[src/rtl/sat_counter.sv]
// sat_counter: up-counter that wraps, or sticks at all-ones when sat_en=1
// Ports: clk, clr (sync active-high clear), inc (count enable), sat_en (saturate mode), cnt (value)
module sat_counter #(
  parameter int W = 8
) (
  input  logic         clk,
  input  logic         clr,
  input  logic         inc,
  input  logic         sat_en,
  output logic [W-1:0] cnt
);
  always_ff @(posedge clk)
    if (clr) cnt <= '0;
    else if (inc && !(sat_en && &cnt)) cnt <= cnt + 1'b1;
endmodule

[config.mk]
export PLATFORM = sky130hd
export DESIGN_NAME = sat_counter
export DESIGN_NICKNAME = d
export VERILOG_FILES = /design/src/rtl/sat_counter.sv
export SDC_FILE = /design/constraint.sdc
export NUM_CORES = 1
export LEC_CHECK = 0
export ABC_AREA = 0
export BUFFER_PORTS_ARGS = -buffer_cell sky130_fd_sc_hd__clkbuf_2
export CORE_AREA = 2 2 39 41
export DETAILED_ROUTE_END_ITERATION = 10
export DIE_AREA = 0 0 41 43
export SYNTH_ARGS = -nofsm -noshare
export SYNTH_HDL_FRONTEND = slang
export SYNTH_SLANG_ARGS = --single-unit
[constraint.sdc]
create_clock -name clk -period 1.9 [get_ports clk]
set_clock_uncertainty 0.15 [all_clocks]
set_input_delay 0.095 -clock clk [delete_from_list [all_inputs] [get_ports clk]]
set_output_delay 0.095 -clock clk [all_outputs]
set_load 0.1 [all_outputs]
==> flow_metrics.py <==
metrics = {
    "outcome": {
        "status": "complete, no violations",
    },
    "yosys": {
        "synth-seq-area-share": 0.340,
        "synth_top_area_share": 0.340,
        "ys_warn_count": 0,
        "syn_area_per_cell_sq_um": 9.60,
        "synth_largest_area_cell": "dfxtp_1",
        "ys_ff_latch": 8,
        "syn_area_sq_um": 470,
        "synth_cell_type_count": 26,
        "synth_fp_nets": 54,
        "yosys-top-cells-area": "dfxtp_1 34%, a31oi_1 6.6%, a2111oi_4 5.9%",
        "synthCells": 49,
    },
    "global_route": {
        "overflow": 0,
        "grt_max_degree": 12,
        "track_usage": 0.145,
        "grt_pass1_wl_um": 1730,
        "grt_pass1_vias": 401,
        "antenna_found_initial": 0,
    },
    "timing": {
        "period_needed_ps": 1780,
        "setup_violations": 0,
        "worstMarginPinSlew_ps": 541,
        "slew_violations": 0,
        "fin_ws_ps": 123,
        "slew_headroom": 0.641,
        "hold_violations": 0,
        "min_period_over_period": 0.935,
        "max_freq_ghz": 0.563,
        "finalSetupTns_ps": 0,
        "rsz0062_at_grt": "false",
    },
    "cts": {
        "cts_made_buffers": 3,
        "clk_pin_slew_ps": 60,
        "cts.path.max_buffers": 2,
        "ctsHtreeMaxLevel": 1,
        "post_cts_buffers": 0,
        "clock_tree.root_cell": "clkbuf_4",
        "holdBufCountCts": 0,
        "cts_resized": 0,
        "clk_latency_ps": 260,
        "clock-sinks": 8,
        "cts_tree": "built",
    },
    "critical_path": {
        "crit_arrival_ps": 1760,
        "reg2reg_depth": 4,
        "critPathTopFamily": "flip-flops",
        "crit_buf_inv": 0,
        "cp_data_required_time_ps": 1880,
        "setup.worst_path.end_class": "flop",
        "regToRegStartpoint": "cnt[0]",
        "worstReg2RegEnd": "cnt[5]",
        "worstSetupStartpointType": "flop",
        "critical_path_peak_fanout": 7,
        "worstSetupPathType": "flop to flop",
        "worst-r2r-setup-slack_ps": 120,
        "max_stage_delay_ps": 370,
        "worstPathCellList": "ha_1 > and3_4 > a2111oi_4 > mux2_1",
        "cp_slowest_cell": "dfxtp_4",
    },
    "die": {
        "die_w_um": 41,
        "core_sq_mm": 0.00138,
        "ios": 12,
        "start_util": 0.340,
        "die_h_um": 43,
        "die_area_sq_mm": 0.00176,
        "fp-row-count": 14,
    },
    "pwr": {
        "peakVddDrop_mv": 0.315,
        "p_per_area_mw_per_mm2": 654,
        "leakagePower_uw": 0.000231,
    },
    "routing": {
        "wl_um": 1030,
        "first_pass_iters": 4,
        "via_per_inst": 5.59,
        "ant_nets": 0,
        "drc": 0,
        "vias": 442,
        "drtIter0Drc": 15,
        "wl_per_cell_um": 13.1,
    },
    "cells_and_area": {
        "n_fill_cell": 144,
        "stdcell_count": 79,
        "area_delta_synth_final_pct": 23.9,
        "insertedDiodeCount": 0,
        "fin_area_sq_um": 583,
        "largestRegisters": "cnt: 8 flops",
        "finalNetCount": 69,
        "largest_reg_flops": 8,
        "top_register": "cnt",
        "fin_util": 0.421,
        "drive_gt1_frac": 0.444,
    },
    "place": {
        "dp_cells": 75,
        "place.port_buffers": 11,
        "dpl_cell_area_sq_um": 557,
        "dp_slack_ps": 144,
        "dp_hpwl_um": 741,
        "gp_congestion": 0.803,
    },
    "hold_path": {
        "min_to": "cnt[2]",
        "hold_depth": 2,
        "hold_path_class": "input port to flop",
        "hp-start": "clr",
    },
    "flow_run": {
        "drv_cap": 0,
    },
}
synthesized netlist by cell type:
library cell / instances
a211oi_1: 3
dfxtp_1: 8
mux2_1: 1
ha_1: 1
and4_4: 1
a2111oi_4: 1
a31oi_1: 5
clkbuf_1: 1
a21oi_1: 2
inv_1: 2
nor3_1: 1
a41oi_1: 1
nand2b_1: 2
and3_4: 2
nor2_1: 2
nand3_2: 1
and3_1: 1
mux2i_1: 1
and4_1: 2
and4b_1: 1
nor2b_1: 2
mux2_2: 1
a21boi_0: 1
nand4_1: 2
nand2_1: 3
o21bai_1: 1
worst max-delay path by stage:
stage,to,startpoint,cells past startpoint
after floorplan,cnt[5],cnt[0],4
after global placement,cnt[5],cnt[0],4
after detailed placement,cnt[5],cnt[0],4
after CTS,cnt[5],cnt[0],4
after global routing,cnt[5],cnt[0],4
final,cnt[5],cnt[0],4
layout by cell type (no fill, tap or decap), drive strengths merged:
master / n
a2111oi: 1
a211oi: 3
a21boi: 1
a21oi: 2
a31oi: 5
a41oi: 1
and3: 3
and4: 3
and4b: 1
clkbuf: 15
dfxtp: 8
ha: 1
inv: 2
mux2: 2
mux2i: 1
nand2: 3
nand2b: 2
nand3: 1
nand4: 2
nor2: 2
nor2b: 2
nor3: 1
o21bai: 1
cells by family after synthesis:
family                     synth area share
DFF                                   0.340
and+or+nand+nor                       0.295
AOI/OAI and AO/OA                     0.245
adders and majority gates            0.0266
muxes                                0.0691
buffers and inverters                0.0239
area by class of cell:
type / count / area, sq um / area share
Multi-Input combinational cell: 38 / 299 / 0.513
Tap cell: 16 / 20.0 / 0.0343
Inverter: 2 / 7.51 / 0.0129
Timing Repair Buffer: 11 / 55.1 / 0.0944
Sequential cell: 8 / 175 / 0.300
Clock buffer: 4 / 26.3 / 0.0451
per-stage QoR:
| stage | total power (uW) | hold slack (ps) |
|---|---|---|
| 2_1_floorplan | 229 | 126 |
| 3_3_place_gp | 242 | 277 |
| 3_5_place_dp | 243 | 282 |
| 4_1_cts | 387 | 6.51 |
| 5_1_grt | 405 | 25.9 |
| 6_report | 381 | 2.37 |
metal layers:
metal	global-route usage	wire length (um)	share of wire	vias to the layer above
li1	-	-	-	225
met1	0.206	521	0.50	205
met2	0.184	447	0.43	10
met3	0.0314	53	0.051	2
met4	0.100	9	0.0087	0
met5	0	0	0	-
where the power goes:
part / total (uW) / switching [uW] / internal, uW
clock network: 143 / 62.1 / 80.5
registers: 180 / 7.44 / 172
logic: 59.2 / 45.5 / 13.7
total: 381 / 115 / 266
(Power assumes the default switching activity.)
